### src/rtl/alu_pkg.sv
// Shared funct codes, ALU control codes, sequencer state constants and decode helpers.
package alu_pkg;

  localparam logic [5:0] F_AND   = 6'b100100;
  localparam logic [5:0] F_OR    = 6'b100101;
  localparam logic [5:0] F_ADD   = 6'b100000;
  localparam logic [5:0] F_SUB   = 6'b100010;
  localparam logic [5:0] F_SLT   = 6'b101010;
  localparam logic [5:0] F_SLL   = 6'b000000;
  localparam logic [5:0] F_MFHI  = 6'b010000;
  localparam logic [5:0] F_MFLO  = 6'b010010;
  localparam logic [5:0] F_MULTU = 6'b011001;

  localparam logic [2:0] C_AND = 3'b000;
  localparam logic [2:0] C_OR  = 3'b001;
  localparam logic [2:0] C_ADD = 3'b010;
  localparam logic [2:0] C_SUB = 3'b110;
  localparam logic [2:0] C_SLT = 3'b111;

  typedef logic [1:0] state_t;
  localparam state_t ST_IDLE = 2'd0;
  localparam state_t ST_MUL  = 2'd1;
  localparam state_t ST_DONE = 2'd2;

  function automatic logic [2:0] alu_ctrl_of(input logic [5:0] f);
    case (f)
      F_AND:   return C_AND;
      F_OR:    return C_OR;
      F_ADD:   return C_ADD;
      F_SUB:   return C_SUB;
      F_SLT:   return C_SLT;
      default: return 3'b000;
    endcase
  endfunction

  function automatic logic funct_known(input logic [5:0] f);
    case (f)
      F_AND, F_OR, F_ADD, F_SUB, F_SLT, F_SLL, F_MFHI, F_MFLO, F_MULTU: return 1'b1;
      default: return 1'b0;
    endcase
  endfunction

endpackage

### src/rtl/mult32u_seq.sv
// 32-iteration unsigned shift-add multiplier; start loads operands, run advances one step.
// product_next is the value the register takes on the next run edge, so callers can capture the final product on the last step.
module mult32u_seq (
  input  logic        clk,
  input  logic        reset,
  input  logic        start,
  input  logic        run,
  input  logic [31:0] mcand_in,
  input  logic [31:0] mplier_in,
  output logic        last,
  output logic [63:0] product_next
);

  logic [31:0] mcand;
  logic [63:0] product;
  logic [4:0]  count;
  logic [32:0] sum;
  logic [32:0] upper;

  // Upper half is summed 33 bits wide so the carry survives the right shift.
  always_comb begin
    sum          = {1'b0, product[63:32]} + {1'b0, mcand};
    upper        = product[0] ? sum : {1'b0, product[63:32]};
    product_next = {upper, product[31:1]};
  end

  assign last = run && (count == 5'd31);

  always_ff @(posedge clk or posedge reset) begin
    if (reset) begin
      mcand   <= '0;
      product <= '0;
      count   <= '0;
    end else if (start) begin
      mcand   <= mcand_in;
      product <= {32'b0, mplier_in};
      count   <= '0;
    end else if (run) begin
      product <= product_next;
      count   <= count + 5'd1;
    end
  end

endmodule

### src/rtl/alu_op_sequencer.sv
// ALU issue/sequencing front end: funct decode, registered result-select, Hi/Lo and MULTU control.
// Single-cycle ops complete one cycle after accept; MULTU holds op_ready low for 33 cycles.
module alu_op_sequencer
  import alu_pkg::*;
(
  input  logic        clk,
  input  logic        reset,
  input  logic        op_valid,
  output logic        op_ready,
  input  logic [5:0]  funct,
  input  logic [31:0] src_a,
  input  logic [31:0] src_b,
  output logic [5:0]  sel_funct,
  output logic [2:0]  alu_ctrl,
  output logic        done,
  output logic        illegal,
  output logic [31:0] hi_out,
  output logic [31:0] lo_out
);

  state_t      state;
  logic        accept;
  logic        mul_start;
  logic        mul_run;
  logic        mul_last;
  logic [63:0] product_next;

  assign op_ready  = (state == ST_IDLE);
  assign accept    = op_valid && op_ready;
  assign mul_start = accept && (funct == F_MULTU);
  assign mul_run   = (state == ST_MUL);

  mult32u_seq u_mult (
    .clk          (clk),
    .reset        (reset),
    .start        (mul_start),
    .run          (mul_run),
    .mcand_in     (src_a),
    .mplier_in    (src_b),
    .last         (mul_last),
    .product_next (product_next)
  );

  always_ff @(posedge clk or posedge reset) begin
    if (reset) begin
      state     <= ST_IDLE;
      sel_funct <= '0;
      alu_ctrl  <= '0;
      done      <= 1'b0;
      illegal   <= 1'b0;
      hi_out    <= '0;
      lo_out    <= '0;
    end else begin
      case (state)
        ST_IDLE: begin
          if (accept) begin
            sel_funct <= funct;
            alu_ctrl  <= alu_ctrl_of(funct);
            if (funct == F_MULTU) begin
              state   <= ST_MUL;
              done    <= 1'b0;
              illegal <= 1'b0;
            end else begin
              done    <= 1'b1;
              illegal <= !funct_known(funct);
            end
          end else begin
            done    <= 1'b0;
            illegal <= 1'b0;
          end
        end
        ST_MUL: begin
          illegal <= 1'b0;
          done    <= 1'b0;
          // Hi/Lo take the final product on the same edge as the last step, so done lines up with DONE.
          if (mul_last) begin
            hi_out <= product_next[63:32];
            lo_out <= product_next[31:0];
            done   <= 1'b1;
            state  <= ST_DONE;
          end
        end
        ST_DONE: begin
          done    <= 1'b0;
          illegal <= 1'b0;
          state   <= ST_IDLE;
        end
        default: begin
          done    <= 1'b0;
          illegal <= 1'b0;
          state   <= ST_IDLE;
        end
      endcase
    end
  end

endmodule

### config.mk
export PLATFORM = sky130hd
export DESIGN_NAME = alu_op_sequencer
export DESIGN_NICKNAME = d
export VERILOG_FILES = /design/src/rtl/alu_pkg.sv /design/src/rtl/mult32u_seq.sv /design/src/rtl/alu_op_sequencer.sv
export SDC_FILE = /design/constraint.sdc
export NUM_CORES = 1
export LEC_CHECK = 0
export BUFFER_PORTS_ARGS = -buffer_cell sky130_fd_sc_hd__buf_2
export CAP_MARGIN = 20
export CORE_MARGIN = 2
export CORE_UTILIZATION = 40
export DETAILED_ROUTE_END_ITERATION = 8
export SYNTH_ARGS = -nofsm -noshare
export SYNTH_HDL_FRONTEND = slang
export SYNTH_HIERARCHICAL = 1
export SYNTH_SLANG_ARGS = --single-unit
### constraint.sdc
create_clock -name clk -period 3.2 [get_ports clk]
set_input_delay 0.32 -clock clk [delete_from_list [all_inputs] [get_ports clk]]
set_output_delay 0.32 -clock clk [all_outputs]
set_load 0.02 [all_outputs]
==> results of run 1 <==
## flip-flops by register name, summed over array words and instances, names as in the netlist
name,cells
u_mult/mcand,32
u_mult/product,64
hi_out,32
illegal,1
u_mult/count,5
done,1
sel_funct,6
lo_out,32
alu_ctrl,3
state,2
## cell type report
class | instances | area (µm²)
repair buffers | 161 | 878
fillers | 2342 | 12900
diodes | 1 | 2.50
clock inverters | 15 | 214
flip-flops and latches | 178 | 4450
multi-input cells | 611 | 4710
inverters | 21 | 82.6
clock buffers | 17 | 425
well taps | 324 | 405
## how the worst max path moves through the flow
| stage | endpoint | slack, ns | cells past startpoint |
|---|---|---|---|
| 4_1_cts | hi_out[29] | 0.22 | 11 |
| 2_1_floorplan | u_mult/count[0] | 0.23 | 1 |
| 5_1_grt | u_mult/product[59] | 0.06 | 9 |
| 3_5_place_dp | hi_out[29] | 0.26 | 11 |
| 6_report | u_mult/product[59] | 0.24 | 9 |
| 3_3_place_gp | hi_out[29] | 0.32 | 11 |
## per-stage QoR
stage	cell area, µm²	total power, W	setup slack (ns)
final	11200	0.00912	0.241
after global routing	11200	0.00980	0.0558
after CTS	11200	0.00921	0.223
after detailed placement	10500	0.00696	0.262
after global placement	10500	0.00691	0.321
after floorplan	9740	0.00633	0.233
## critical path, delay by kind of cell, from the launching register on
family | cells | cell delay (ns)
and+or+nand+nor | 3 | 0.54
muxes | 1 | 0.39
AOI/OAI and AO/OA | 4 | 1.14
DFF | 1 | 0.40
adders and majority gates | 1 | 0.38
## repair_timing
item	CTS	global route
resized for setup	0	1
setup endpoints to repair	0	2
hold buffers	1	0
hold endpoints to repair	40	0
setup buffers	0	0
## cells in the final DEF (no fill, tap or decap), types with 19 or more instances in the layout
master	n
mux2_2	124
a21oi_1	42
nor2_1	53
inv_1	19
buf_2	148
nand2_1	82
o21ai_0	52
dfrtp_1	178
ha_1	34
mux2i_1	45
## cell families (layout without fill, tap and decap cells)
kind of cell,Yosys count,count (layout),share of synthesized area [%]
buffers and inverters,98,214,6.13
other,0,1,0
AND/OR/NAND/NOR,209,209,10.2
XOR/XNOR,22,22,1.98
adder cells (fa/ha/maj),35,35,4.57
AO/OA/AOI/OAI,175,175,12.3
multiplexers,170,170,19.1
flip-flops,178,178,45.7
## routing by layer
metal	up-vias	share of wire, %	global-route usage (%)	wire length, µm
met3	19	3.5	3.32	761
met5	-	0.059	0	13
li1	3332	-	-	-
met4	2	1.3	4.79	283
met1	3334	47	24.0	10400
met2	124	48	28.5	10600
## power breakdown
part	internal, W	switching [W]
clock network	0.00109	0.00110
logic	0.00166	0.00209
registers	0.00278	0.000393
==> out/qor.yml, run 1 <==
min_path_type: "in -> reg"
stdcell_count: 1328
worst_r2r_path_depth: 9
crit_type: "reg -> reg"
cpMaxStageDelayCell: "dfrtp_1"
synth_area_leaders: "dfrtp_1 (46%), mux2_2 (14%), mux2i_1 (4.6%), ha_1 (4.4%), nand2_1 (3.2%)"
cts_buffers: 17
io_buffers: 148
row_count: 57
root_buffer: "clkbuf_16"
yosysSeqAreaShare_pct: 45.7
synth-edff-count: 0
hold_path_depth: 3
detailed_place_hpwl_um: 15200
wl_per_cell_um: 16.6
hold_start: "src_b[29]"
grt_pass1_vias: 6669
grt_max_degree: 97
die_h_um: 160
antenna_found_initial: 2
clkTransAtPathRegs_ns: 0.08
reg2reg_slack_ns: 0.24
drt_iter0_drc: 342
grt_usage_pct: 17.5
max_freq_mhz: 338
ir_worst_vdd_mv: 0.329
cap_violations: 0
gp_congestion: 0.835
rsz0062_at_grt: "false"
syn_to_final_growth_pct: 14.7
coreArea_um2: 24100
grt_pass1_wl_um: 36300
cp_cell_sequence: "ha_1 -> and3_1 -> and4_2 -> o211ai_1 -> a211oi_2 -> nor2_2 -> o31ai_1 -> mux2_2 -> a311oi_1"
min_period_over_period_pct: 92.5
drc_errors: 0
min_to: "u_mult/product[29]"
yosysUniqueCellTypes: 73
cts_buffer_depth: 2
crit-reg2reg-launch: "u_mult/product[39]"
htree_levels: 4
path_max_fanout: 6
firstDrtPassIters: 4
cp_data_arrival_time_ns: 3.29
slowest_delay_ns: 0.40
routed_wl_um: 22000
setup_viol: 0
powerDensity_nw_per_um2: 817
slew_headroom_pct: 48.0
skew_ns: 0.0147
r2r_end: "u_mult/product[59]"
tns_ns: 0
hold_viol: 0
worst_setup_path_start_kind: "register"
vias: 6811
ys_ff_latch: 178
netlist_top_cells_count: "dfrtp_1 (178), mux2_2 (124), nand2_1 (83)"
required_ns: 3.53
die_area_um2: 25600
syn_nets: 995
dp_cells: 1294
syn_area_um2: 9740
cts_tree: "yes"
synth.avg_cell_area_um2: 11.0
utilization_pct: 46.3
fin_hold_ws_ns: 0.0888
ant_nets: 0
status: "complete, no violations"
fin_crit_ns: 2.96
synth.largest_area_cell: "dfrtp_1"
insertion_delay_ns: 0.44
synthArstFlopShare_pct: 100
fin_nets: 1098
synth_top_flop_cell: "dfrtp_1"
num_io_pins: 149
synthCells: 887
finalMaxSlewViolations: 0
synth_top_area_share_pct: 45.7
critPathLaunch: "u_mult/product[39]"
ys_warn_count: 6
synth.most_common_cell: "dfrtp_1"
fp.dieW_um: 160
tightest_slew_ns: 0.780
p_leak_nw: 4.84
overflow: 0
end_kind: "register"
clkSinkCount: 178
layout-drive-gt1-share_pct: 35.1
via_per_inst: 5.13
start_util_pct: 40.4
Power figures use the tool's default switching activity.
==> run 2, diff against run 1 <==
Settings changed: CORE_UTILIZATION 40 to 31, GPL_TIMING_DRIVEN from default to 0.
==> out/qor.yml, run 2 (synthesis gave the netlist of run 1 again) <==
status: "complete, no violations"  # unchanged
syn_to_final_growth_pct: 20.1  # was 14.7%
largest-register: "u_mult/product"  # unchanged
post_cts_buffers: 0  # unchanged
cts_buffer_depth: 2  # unchanged
power_w: 0.00963  # was 0.00912 W
dp_cells: 1433  # was 1294
hold_path_depth: 3  # unchanged
path_max_fanout: 5  # was 6
antenna_cells: 0  # was 1
final_common_cell: "dfrtp_1"  # unchanged
row_count: 64  # was 57
gp_congestion: 0.896  # was 0.835
cap_violations: 0  # unchanged
r2r_end: "hi_out[19]"  # was u_mult/product[59]
hold_viol: 0  # unchanged
fin_nets: 1165  # was 1098
hold_start: "src_b[30]"  # was src_b[29]
seq_area_um2: 4450  # unchanged
io_buffers: 148  # unchanged
via_per_inst: 4.88  # was 5.13
clkTransAtPathRegs_ns: 0.07  # was 0.08 ns
p_leak_nw: 5.08  # was 4.84 nW
required_ns: 3.52  # was 3.53 ns
routed_wl_um: 25600  # was 22000 µm
crit-reg2reg-launch: "u_mult/mcand[0]"  # was u_mult/product[39]
cts_buffers: 17  # unchanged
reg2reg_slack_ns: 0.18  # was 0.24 ns
num_io_pins: 149  # unchanged
grt_max_degree: 57  # was 97
min_path_type: "in -> reg"  # unchanged
largest_register_ffs: 64  # unchanged
cp_data_arrival_time_ns: 3.34  # was 3.29 ns
ir_worst_vdd_mv: 0.352  # was 0.329 mV
worst_r2r_path_depth: 11  # was 9
min_period_over_period_pct: 94.4  # was 92.5%
tightest_slew_ns: 0.906  # was 0.780 ns
coreArea_um2: 30700  # was 24100 µm²
stdcell_count: 1465  # was 1328
die_h_um: 181  # was 160 µm
start_util_pct: 31.7  # was 40.4%
root_buffer: "clkbuf_16"  # unchanged
rsz0062_at_grt: "false"  # unchanged
drc_errors: 0  # unchanged
setup_viol: 0  # unchanged
grt_usage_pct: 16.0  # was 17.5%
antenna_found_initial: 0  # was 2
skew_ns: 0.0137  # was 0.0147 ns
n_fill_cell: 3162  # was 2342
end_kind: "register"  # unchanged
slew_headroom_pct: 39.6  # was 48.0%
wl_per_cell_um: 17.5  # was 16.6 µm
grt_pass1_vias: 7304  # was 6669
grt_pass1_wl_um: 40900  # was 36300 µm
insertion_delay_ns: 0.44  # about the same
min_to: "u_mult/product[30]"  # was u_mult/product[29]
overflow: 0  # unchanged
fin_crit_ns: 3.02  # was 2.96 ns
finalMaxSlewViolations: 0  # unchanged
layout-drive-gt1-share_pct: 36.5  # was 35.1%
worst_setup_path_start_kind: "register"  # unchanged
firstDrtPassIters: 4  # unchanged
ant_nets: 0  # unchanged
max_freq_mhz: 331  # was 338 MHz
cts_tree: "yes"  # unchanged
drt_iter0_drc: 431  # was 342
powerDensity_nw_per_um2: 824  # was 817 nW/µm²
multiInputGateArea_um2: 4710  # about the same
clkSinkCount: 178  # unchanged
die_area_um2: 32900  # was 25600 µm²
fp.dieW_um: 181  # was 160 µm
final_cell_mix: "dfrtp_1 (178), buf_2 (150), mux2_2 (124)"  # was dfrtp_1 (178), buf_2 (148), mux2_2 (124)
crit_type: "reg -> reg"  # unchanged
htree_levels: 4  # unchanged
detailed_place_hpwl_um: 19100  # was 15200 µm
vias: 7148  # was 6811
==> run 2: cell count changes in the layout (fill, tap and decap cells not counted), moves of 3 or more <==
cell / before / now
buf_1: 0 / 5
buf_12: 3 / 0
buf_4: 9 / 35
buf_6: 0 / 10
bufinv_16: 0 / 4
clkbuf_1: 0 / 22
clkbuf_8: 0 / 3
clkinv_8: 6 / 0
inv_12: 4 / 0
==> run 2: per-stage QoR <==
stage	hold WS, ns	utilization, %	setup TNS [ns]	worst slack (ns)	instance area (µm²)
floorplan	0.441	-	0	0.233	9740
global placement	0.481	35.7	-173.94	-1.34	11000
detailed placement	0.348	35.9	-6.57	-0.139	11000
CTS	0.0593	38.0	0	0.0817	11700
global route	0.0805	38.0	0	0.0101	11700
finish	0.0816	38.0	0	0.180	11700
==> run 2: timing repair <==
item | CTS | global route
hold buffers | 1 | 0
endpoints found under the setup margin | 59 | 51
gates resized for setup | 1 | 5
hold endpoints to repair | 22 | 0
==> run 2: critical path, stage by stage (launching register included) <==
cell      delay (ns)
dfrtp_1         0.39
ha_1            0.23
fa_1            0.41
a21oi_1         0.24
o211ai_1        0.14
o211ai_1        0.21
a211oi_2        0.16
nor2_2          0.23
o21ai_0         0.16
xnor2_1         0.25
o21ai_0         0.17
mux2_2          0.30
==> run 2: power breakdown <==
group / internal, W / leakage (nW) / switching [W] / total (W)
logic: 0.00191 / 2.77 / 0.00225 / 0.00416
clock network: 0.00135 / 0.311 / 0.000921 / 0.00227
registers: 0.00278 / 1.99 / 0.000421 / 0.00320
==> run 2: routing by layer <==
metal  routed length [µm]  track usage [%]
met5                    0                0
met4                  427             6.24
met3                  868             2.90
met2                12200             26.0
met1                12100             21.0
==> run 2: how the worst max path moves through the flow <==
stage                    start                to  slack, ns
6_report       u_mult/mcand[0]        hi_out[19]       0.18
4_1_cts        u_mult/mcand[0]        hi_out[29]       0.08
5_1_grt        u_mult/mcand[0]        hi_out[29]       0.01
3_3_place_gp             reset  u_mult/mcand[15]      -1.34
2_1_floorplan            reset   u_mult/count[0]       0.23
3_5_place_dp          state[1]         lo_out[8]      -0.14
==> run 2: layout make-up <==
type,instances,area share (%)
Multi-Input combinational cell,611,40.2
Sequential cell,178,38.1
Timing Repair Buffer,151,6.89
Buffer,77,4.45
Tap cell,396,4.24
Clock buffer,19,3.87
Clock inverter,12,1.54
Inverter,21,0.717
==> run 3, diff against run 2 <==
Settings changed: ABC_AREA from default to 1, SKIP_LAST_GASP from default to 1.
==> out/qor.yml, run 3 <==
synth_top_area_share_pct: 43.5  # was 45.7%
min_period_over_period_pct: 79.5  # was 94.4%
status: "complete, no violations"  # unchanged
root_buffer: "clkbuf_16"  # unchanged
ant_nets: 0  # unchanged
synth_area_leaders: "dfrtp_1 (43%), nand2_1 (24%), inv_1 (6.6%), ha_1 (4.2%), nand3_1 (3.1%)"  # was dfrtp_1 (46%), mux2_2 (14%), mux2i_1 (4.6%), ha_1 (4.4%), nand2_1 (3.2%)
slew_headroom_pct: 46.8  # was 39.6%
synth.most_common_cell: "nand2_1"  # was dfrtp_1
syn_area_um2: 10200  # was 9740 µm²
crit_cells: 15  # was 11
largest_register_ffs: 64  # unchanged
cts_tree: "yes"  # unchanged
min_path_type: "in -> reg"  # unchanged
cp_cell_sequence: "ha_1 -> fa_1 -> nand3_1 -> nand3_1 -> nand2_1 -> nand2_1 -> nand2_1 -> nand2_1 -> nand2_1 -> nand2_1 -> nand2_1 -> nand3_1 -> and2_1 -> nand2_1 -> nand2_1"  # was ha_1 -> fa_1 -> a21oi_1 -> o211ai_1 -> o211ai_1 -> a211oi_2 -> nor2_2 -> o21ai_0 -> xnor2_1 -> o21ai_0 -> mux2_2
detailed_place_hpwl_um: 22800  # was 19100 µm
cpMostUsedCell: "nand2_1"
cts_resized: 0  # was 1
synth.avg_cell_area_um2: 7.22  # was 11.0 µm²
die_area_um2: 34500  # was 32900 µm²
fin_nets: 1697  # was 1165
synth.largest_area_cell: "dfrtp_1"  # unchanged
insertion_delay_ns: 0.44  # about the same
max_freq_mhz: 393  # was 331 MHz
grt_max_degree: 60  # was 57
num_io_pins: 149  # unchanged
yosysSeqAreaShare_pct: 43.5  # was 45.7%
via_per_inst: 4.52  # was 4.88
setup_viol: 0  # unchanged
cap_violations: 0  # unchanged
p_leak_nw: 6.96  # was 5.08 nW
clkTransAtPathRegs_ns: 0.08  # was 0.07 ns
yosysUniqueCellTypes: 38  # was 73
fp.dieW_um: 186  # was 181 µm
synthCells: 1419  # was 887
largest-register: "u_mult/product"  # unchanged
synthArstFlopShare_pct: 100  # unchanged
layout-drive-gt1-share_pct: 18.0  # was 36.5%
routed_wl_um: 29400  # was 25600 µm
fin_crit_ns: 2.54  # was 3.02 ns
start_util_pct: 31.5  # was 31.7%
ir_worst_vdd_mv: 0.375  # was 0.352 mV
fin_hold_ws_ns: 0.0704  # was 0.0816 ns
grt_usage_pct: 17.6  # was 16.0%
powerDensity_nw_per_um2: 610  # was 824 nW/µm²
gp_congestion: 0.946  # was 0.896
grt_pass1_wl_um: 46900  # was 40900 µm
hold_viol: 0  # unchanged
tns_ns: 0  # unchanged
crit_type: "reg -> reg"  # unchanged
worst_setup_path_start_kind: "register"  # unchanged
setup_slack_ns: 0.655  # was 0.180 ns
rsz0062_at_grt: "false"  # unchanged
vias: 9237  # was 7148
ys_warn_count: 6  # unchanged
path_max_fanout: 5  # unchanged
overflow: 0  # unchanged
ys_ff_latch: 178  # unchanged
synth_top_flop_cell: "dfrtp_1"  # unchanged
antenna_found_initial: 0  # unchanged
coreArea_um2: 32500  # was 30700 µm²
end_kind: "register"  # unchanged
drt_iter0_drc: 452  # was 431
utilization_pct: 37.6  # was 38.0%
syn_nets: 1527  # was 995
row_count: 66  # was 64
pre_cts_slack_ns: 0.656  # was -0.139 ns
antenna_cells: 0  # unchanged
finalMaxSlewViolations: 0  # unchanged
cts_buffers: 17  # unchanged
skew_ns: 0.0137  # about the same
syn_to_final_growth_pct: 19.4  # was 20.1%
tightest_slew_ns: 0.799  # was 0.906 ns
timing.critical_path.buf_inv: 0  # unchanged
hold_path_depth: 3  # unchanged
cp_data_arrival_time_ns: 2.88  # was 3.34 ns
cpMaxStageDelayCell: "fa_1"  # unchanged
final_common_cell: "nand2_1"  # was dfrtp_1
final_cell_mix: "nand2_1 (653), dfrtp_1 (178), inv_1 (177)"  # was dfrtp_1 (178), buf_2 (150), mux2_2 (124)
required_ns: 3.54  # was 3.52 ns
grt_pass1_vias: 8988  # was 7304
firstDrtPassIters: 5  # was 4
synth-edff-count: 0  # unchanged
htree_levels: 4  # unchanged
clkSinkCount: 178  # unchanged
io_buffers: 148  # unchanged
power_w: 0.00745  # was 0.00963 W
slowest_delay_ns: 0.48  # was 0.41 ns
path_delay_family: "simple AND/OR/NAND/NOR gates"  # was compound AO/OA/AOI/OAI gates
worst_r2r_path_depth: 15  # was 11
drc_errors: 0  # unchanged
netlist_top_cells_count: "nand2_1 (653), inv_1 (179), dfrtp_1 (178)"  # was dfrtp_1 (178), mux2_2 (124), nand2_1 (83)
die_h_um: 186  # was 181 µm
wl_per_cell_um: 14.4  # was 17.5 µm
cts_buffer_depth: 2  # unchanged
## run 3: final timing paths
check / startpoint / to / slack (ns)
setup reg to reg: u_mult/mcand[0] / hi_out[23] / 0.66
min in group asynchronous: reset / lo_out[18] / 0.51
setup / recovery: u_mult/mcand[0] / hi_out[23] / 0.66
hold reg to reg: hi_out[4] / hi_out[4] / 0.47
max in group asynchronous: reset / u_mult/mcand[13] / 1.88
hold / removal: src_a[25] / u_mult/mcand[25] / 0.07
## run 3: routing by layer
| layer | vias to the layer above | global-route usage, % | share of wire (%) |
|---|---|---|---|
| li1 | 4672 | - | - |
| met1 | 4306 | 23.4 | 46 |
| met2 | 223 | 29.2 | 46 |
| met3 | 36 | 2.90 | 5.0 |
| met4 | 0 | 5.83 | 2.2 |
| met5 | - | 0 | 0 |
## run 3: area by class of cell
type	count	area, µm²
Fill cell	3498	20300
Multi-Input combinational cell	976	4590
Sequential cell	178	4450
Timing Repair Buffer	151	798
Inverter	188	711
Tap cell	442	553
Buffer	77	488
Clock buffer	18	439
Clock inverter	14	189
## run 3: cell families (layout without fill, tap and decap cells)
family | Yosys count | count (layout) | synth area share (%)
DFF | 178 | 178 | 43.5
and+or+nand+nor | 828 | 828 | 32.8
adders and majority gates | 35 | 35 | 4.35
xor gates and xnor gates | 14 | 14 | 1.20
buffers and inverters | 265 | 448 | 11.7
AOI/OAI and AO/OA | 99 | 99 | 6.54
## run 3: power by group
group          leakage, nW  switching (W)  total, W  internal, W
Combinational         4.35        0.00141   0.00237     0.000963
Clock                0.303        0.00101   0.00222      0.00121
Sequential            2.31       0.000256   0.00286      0.00260
Total                 6.96        0.00267   0.00745      0.00478
## run 3: worst min-delay path, delay by kind of cell
kind,cells,cell delay [ns]
buffers and inverters,1,0.07
AND/OR/NAND/NOR,2,0.09
## run 3: metrics by stage
stage / cells / instance area (µm²)
final: 2044 / 12200
after global routing: 2044 / 12200
after CTS: 2044 / 12200
after detailed placement: 2011 / 11600
after global placement: 2009 / 11500
after floorplan: 1419 / 10200
## run 3: repair_timing
item / CTS / global route
buffers inserted: 0 / 0
hold buffers: 1 / 0
hold endpoints to repair: 35 / 0
